### src/rtl/bcd_pkg.sv
// Shared definitions for the BCD <-> binary converter: FSM state type and
// the largest value representable in a given number of BCD digits.
package bcd_pkg;

  typedef enum logic [1:0] {
    S_IDLE = 2'd0,
    S_OP   = 2'd1,
    S_DONE = 2'd2
  } state_t;

  localparam state_t RESET_STATE = S_IDLE;

  // 10^ndig - 1, i.e. the largest number that fits in ndig BCD digits.
  function automatic longint unsigned bcd_limit(input int ndig);
    longint unsigned p;
    p = 1;
    for (int i = 0; i < ndig; i++) p = p * 10;
    return p - 1;
  endfunction

endpackage

### src/rtl/bcd_digit_adj.sv
// Per-digit correction used by the shift-and-correct conversion.
// add_i = 1: digit >= 5 gets +3 (before a left shift, binary -> BCD).
// add_i = 0: digit >= 8 gets -3 (after a right shift, BCD -> binary).
// Each digit only looks at its own value.
module bcd_digit_adj (
  input  logic [3:0] digit_i,
  input  logic       add_i,
  output logic [3:0] digit_o
);

  // Conditional +3 / -3 on one digit
  always_comb begin
    digit_o = digit_i;
    if (add_i) begin
      if (digit_i >= 4'd5) digit_o = digit_i + 4'd3;
    end else begin
      if (digit_i >= 4'd8) digit_o = digit_i - 4'd3;
    end
  end

endmodule

### src/rtl/bcd_bin_conv.sv
// Iterative BCD <-> binary converter (double dabble / reverse double dabble).
// Handshake: in IDLE, ready is high; start sampled high at a rising edge is
// accepted together with mode/bcd_in/bin_in. Results are presented with a
// one-cycle done_tick and then held until the next completion. start is
// ignored outside IDLE. Invalid operands finish immediately with err set.
module bcd_bin_conv
  import bcd_pkg::*;
#(
  parameter int NDIG = 4,
  parameter int W    = 14
) (
  input  logic              clk,
  input  logic              reset,
  input  logic              start,
  input  logic              mode,
  input  logic [4*NDIG-1:0] bcd_in,
  input  logic [W-1:0]      bin_in,
  output logic              ready,
  output logic              done_tick,
  output logic              err,
  output logic [W-1:0]      bin_out,
  output logic [4*NDIG-1:0] bcd_out,
  output state_t            state_dbg
);

  localparam int              BW    = 4 * NDIG;
  localparam int              CW    = $clog2(W + 1);
  localparam longint unsigned LIMIT = bcd_limit(NDIG);

  generate
    if (NDIG < 1 || NDIG > 8) begin : g_bad_ndig
      $error("bcd_bin_conv: NDIG must be in 1..8");
    end
    if (W < 4 || W > 62 || (64'd1 << W) <= LIMIT) begin : g_bad_w
      $error("bcd_bin_conv: W too small to hold 10^NDIG-1");
    end
  endgenerate

  state_t         state_q, state_d;
  logic           mode_q, mode_d;
  logic [BW-1:0]  bcd_q, bcd_d;
  logic [W-1:0]   bin_q, bin_d;
  logic [CW-1:0]  cnt_q, cnt_d;
  logic           err_q, err_d;
  logic [W-1:0]   bin_out_q, bin_out_d;
  logic [BW-1:0]  bcd_out_q, bcd_out_d;

  logic [BW-1:0]  adj_in, adj_out;
  logic           bad_digit, bad_bin;

  // Operand validation on the raw inputs, used in the accepting cycle
  always_comb begin
    bad_digit = 1'b0;
    for (int i = 0; i < NDIG; i++) begin
      if (bcd_in[4*i +: 4] > 4'd9) bad_digit = 1'b1;
    end
    bad_bin = (64'(bin_in) > LIMIT);
  end

  // BCD->binary corrects after the right shift, binary->BCD before the left shift
  always_comb begin
    adj_in = mode_q ? bcd_q : (bcd_q >> 1);
  end

  for (genvar g = 0; g < NDIG; g++) begin : g_adj
    bcd_digit_adj u_adj (
      .digit_i (adj_in[4*g +: 4]),
      .add_i   (mode_q),
      .digit_o (adj_out[4*g +: 4])
    );
  end

  // Next-state and datapath logic
  always_comb begin
    state_d   = state_q;
    mode_d    = mode_q;
    bcd_d     = bcd_q;
    bin_d     = bin_q;
    cnt_d     = cnt_q;
    err_d     = err_q;
    bin_out_d = bin_out_q;
    bcd_out_d = bcd_out_q;
    case (state_q)
      S_IDLE: begin
        if (start) begin
          mode_d = mode;
          // The register that is shifted into must start clear
          bcd_d  = mode ? '0 : bcd_in;
          bin_d  = mode ? bin_in : '0;
          cnt_d  = CW'(W);
          err_d  = 1'b0;
          if (mode ? bad_bin : bad_digit) begin
            err_d   = 1'b1;
            state_d = S_DONE;
          end else begin
            state_d = S_OP;
          end
        end
      end
      S_OP: begin
        cnt_d = cnt_q - CW'(1);
        if (mode_q) begin
          bcd_d = {adj_out[BW-2:0], bin_q[W-1]};
          bin_d = {bin_q[W-2:0], 1'b0};
        end else begin
          bcd_d = adj_out;
          bin_d = {bcd_q[0], bin_q[W-1:1]};
        end
        if (cnt_q == CW'(1)) begin
          state_d = S_DONE;
          // Publish on entry to DONE so the result is valid with done_tick
          if (mode_q) bcd_out_d = bcd_d;
          else        bin_out_d = bin_d;
        end
      end
      S_DONE:  state_d = S_IDLE;
      default: state_d = S_IDLE;
    endcase
  end

  // All registers, asynchronously cleared
  always_ff @(posedge clk or posedge reset) begin
    if (reset) begin
      state_q   <= RESET_STATE;
      mode_q    <= 1'b0;
      bcd_q     <= '0;
      bin_q     <= '0;
      cnt_q     <= '0;
      err_q     <= 1'b0;
      bin_out_q <= '0;
      bcd_out_q <= '0;
    end else begin
      state_q   <= state_d;
      mode_q    <= mode_d;
      bcd_q     <= bcd_d;
      bin_q     <= bin_d;
      cnt_q     <= cnt_d;
      err_q     <= err_d;
      bin_out_q <= bin_out_d;
      bcd_out_q <= bcd_out_d;
    end
  end

  assign ready     = (state_q == S_IDLE);
  assign done_tick = (state_q == S_DONE);
  assign err       = err_q;
  assign bin_out   = bin_out_q;
  assign bcd_out   = bcd_out_q;
  assign state_dbg = state_q;

endmodule

### config.mk
export PLATFORM = sky130hd
export DESIGN_NAME = bcd_bin_conv
export DESIGN_NICKNAME = d
export VERILOG_FILES = /design/src/rtl/bcd_pkg.sv /design/src/rtl/bcd_digit_adj.sv /design/src/rtl/bcd_bin_conv.sv
export SDC_FILE = /design/constraint.sdc
export NUM_CORES = 1
export LEC_CHECK = 0
export ABC_AREA = 1
export CAP_MARGIN = 20
export CORE_MARGIN = 2
export CORE_UTILIZATION = 50
export CTS_CLUSTER_SIZE = 14
export DETAILED_ROUTE_END_ITERATION = 8
export PLACE_DENSITY = 0.75
export SYNTH_ARGS = -nofsm -noshare
export SYNTH_HDL_FRONTEND = slang
export SYNTH_HIERARCHICAL = 1
export SYNTH_SLANG_ARGS = --single-unit
### constraint.sdc
create_clock -name clk -period 3.55 [get_ports clk]
set_input_delay 0.5325 -clock clk [delete_from_list [all_inputs] [get_ports clk]]
set_output_delay 0.5325 -clock clk [all_outputs]
set_load 0.01 [all_outputs]
==> summary.md <==
| Metric | Value |
|---|---|
| Top cells by area, synth | `dfrtp_1 38%, nand2_1 14%, o21ai_0 7.2%, inv_1 6.2%, nor2_1 4.6%` |
| RePlAce Congestion | `0.883` |
| First-pass DRT Iterations | `7` |
| Antenna Nets Post-Route | `0` |
| Worst path cell trace | `o21ai_0, inv_1, ha_1, inv_1, nand2_1, nand3_2, nand2_2, nand2_1, nand3_1, o21ai_0, and2_1, o22ai_1` |
| DRC | `0` |
| Slowest-stage cell, CP | `dfrtp_2` |
| Sequential fraction of the synthesis area | `38.3%` |
| Cts hold-fix bufs | `0` |
| Main synth FF type | `dfrtp_1` |
| Crit-path max FO | `37` |
| Max Fclk | `372 MHz` |
| Register-to-register setup slack | `860 ps` |
| CTS tree | `built` |
| Critical path buffers and inverters | `2` |
| Worst hold path class | `reg -> reg` |
| Post-synth EDFFs | `0` |
| Synth Net Count | `674` |
| Layout cell share with drive strength beyond 1 | `9.59%` |
| Htree depth | `3` |
| Crit-path leading delay family | `compound AO/OA/AOI/OAI gates` |
| Max-slew headroom | `42.9%` |
| Antenna diode count | `0` |
| PortBufs | `68` |
| Detailed Route Iter0 Violations | `293` |
| First-pass GRT wire length | `18900 um` |
| Post-CTS setup buffers | `0` |
| Core area | `8680 um2` |
| Worst hold slack | `476 ps` |
| Distinct cells, synth | `31` |
| Most common library cells after synthesis | `161 x nand2_1, 73 x inv_1, 68 x dfrtp_1` |
| GR Overflow Total | `0` |
| # IOs | `69` |
| Clk Latency, worst-skew pair | `360 ps` |
| Area leader, netlist | `dfrtp_1` |
| Vias in the first global route | `4012` |
| Worst Hold Launch | `cnt_q[3]` |
| Total Power | `4940 uW` |
| Routed vias | `4366` |
| Die Ht | `98.3 um` |
| Synth Instances | `626` |
| Initial Utilization | `51.2%` |
| Worst Hold Depth | `1` |
| Final Hold Viols | `0` |
| Area after DPL | `5170 um2` |
| Tmin final | `2690 ps` |
| Async set-reset flop share out of synthesis | `100%` |
| Worst-case reg-to-reg path depth | `12` |
| Max-cap violations | `0` |
| Root Buffer Master | `clkbuf_8` |
| Nets | `731` |
| Die width | `98.3 um` |
| Post-route cell area | `5360 um2` |
| Routed vias/inst | `5.48` |
| Clk sinks | `68` |
| Kind of critical path | `reg -> reg` |
| Initial antenna violation count | `0` |
| DP Wirelength | `7840 um` |
| Area delta synth->final | `20.6%` |
| CTS max path bufs | `2` |
| CP Capture Type | `flop` |
| Final Cycle Share | `75.7%` |
| RSZ-0062 raised after global routing | `no` |
| Crit path DAT | `2920 ps` |
| Syn Area/Cell | `7.10 um2` |
| FF-to-FF Start | `mode_q` |
| Leak Pwr | `0.00258 uW` |
| Final setup viols | `0` |
| Slowest stage delay, CP | `630 ps` |
| Most common cell in the netlist | `nand2_1` |
| RR Endpoint | `bcd_q[10]` |
| WL per Instance | `14.3 um` |
| Largest net degree at the start of global routing | `69` |
| Die area | `9660 um2` |
| Worst VDD drop | `515 uV` |
| WL final | `11400 um` |
| Worst Path Required | `3780 ps` |
| CTS Buf Count | `9` |
| Final slew viol count | `0` |
| GRT Overall Usage | `23.8%` |
| Yosys top cell area share | `38.3%` |
| Clock Skews | `7.07 ps` |
| Final Core Density | `61.7%` |
| Cts repair resizes | `0` |
| Worst-Margin Slew | `857 ps` |
| PwrDens | `922 nW/um2` |
| Total negative slack | `0 ps` |
| Mapped cell area | `4440 um2` |
| Outcome | `complete, no violations` |
| Worst setup SP type | `flop` |
| Worst Hold Path EP | `cnt_q[3]` |
| Clock slew at reported path FFs | `80 ps` |
| Synth Register Bits | `68` |
| Rows | `34` |
| Yosys warnings | `6` |
-- flip-flops by register name, summed over array words and instances (netlist names) --
signal and count:
bcd_out 16, state_dbg 2, bin_out 14, err 1, cnt_q 4, bin_q 14
mode_q 1, bcd_q 16
-- layout make-up --
| cell class | count | area (um2) |
|---|---|---|
| well taps | 108 | 135 |
| repair buffers | 76 | 741 |
| fillers | 803 | 3320 |
| clock buffers | 10 | 128 |
| flip-flops and latches | 68 | 1700 |
| clock inverters | 6 | 63.8 |
| multi-input cells | 444 | 2270 |
| inverters | 84 | 315 |
-- cell families after synthesis --
logic type | synth area share [%]
adder cells (fa/ha/maj) | 3.94
AND/OR/NAND/NOR | 27.6
multiplexers | 0.225
AO/OA/AOI/OAI | 19.3
buffers and inverters | 10.6
flip-flops | 38.3
-- layer usage --
metal	wire [um]	track usage (%)
met2	5450	38.7
met4	189	8.85
met5	0	0
met3	655	3.65
met1	5090	32.4
-- worst register-to-register path, delay by kind of cell (launching register included) --
kind	cells	cell delay [ps]
AOI/OAI and AO/OA	3	860
DFF	1	630
and+or+nand+nor	6	590
adders and majority gates	1	280
buffers and inverters	2	220
-- power by group --
part	switching (uW)	total, uW	internal [uW]
Sequential	190	1210	1020
Combinational	2010	3080	1070
Clock	325	650	325
-- worst max path at each step --
stage / startpoint / to / slack (ps) / cells past startpoint
final: mode_q / bcd_q[10] / 860 / 12
after global routing: mode_q / bcd_q[5] / 620 / 14
after CTS: mode_q / bcd_q[10] / 900 / 12
after detailed placement: mode_q / bcd_q[10] / 910 / 12
after global placement: mode_q / bcd_q[1] / 1010 / 14
after floorplan: mode_q / bcd_q[10] / 780 / 15
-- placed cells by master (no fill, tap or decap), types with 2 or more instances in the layout --
cell type	n
nand2_1	161
inv_1	72
clkdlybuf4s50_1	68
dfrtp_1	67
o21ai_0	64
nor2_1	54
nand3_1	36
a31oi_1	29
o22ai_1	24
ha_1	14
o21ai_1	13
inv_2	12
o21ai_2	11
clkbuf_8	9
buf_4	8
and2_1	6
nor2_4	5
nand3_2	5
nor3_1	5
a21oi_1	4
nand2_2	4
nor2_2	2
clkinvlp_4	2
clkinv_2	2
-- through the flow --
stage,setup slack [ps],cells
global placement,1010,780
global route,619,796
finish,862,796
detailed placement,908,780
floorplan,775,626
CTS,897,796
No activity file was read; power rests on OpenSTA's default activity.
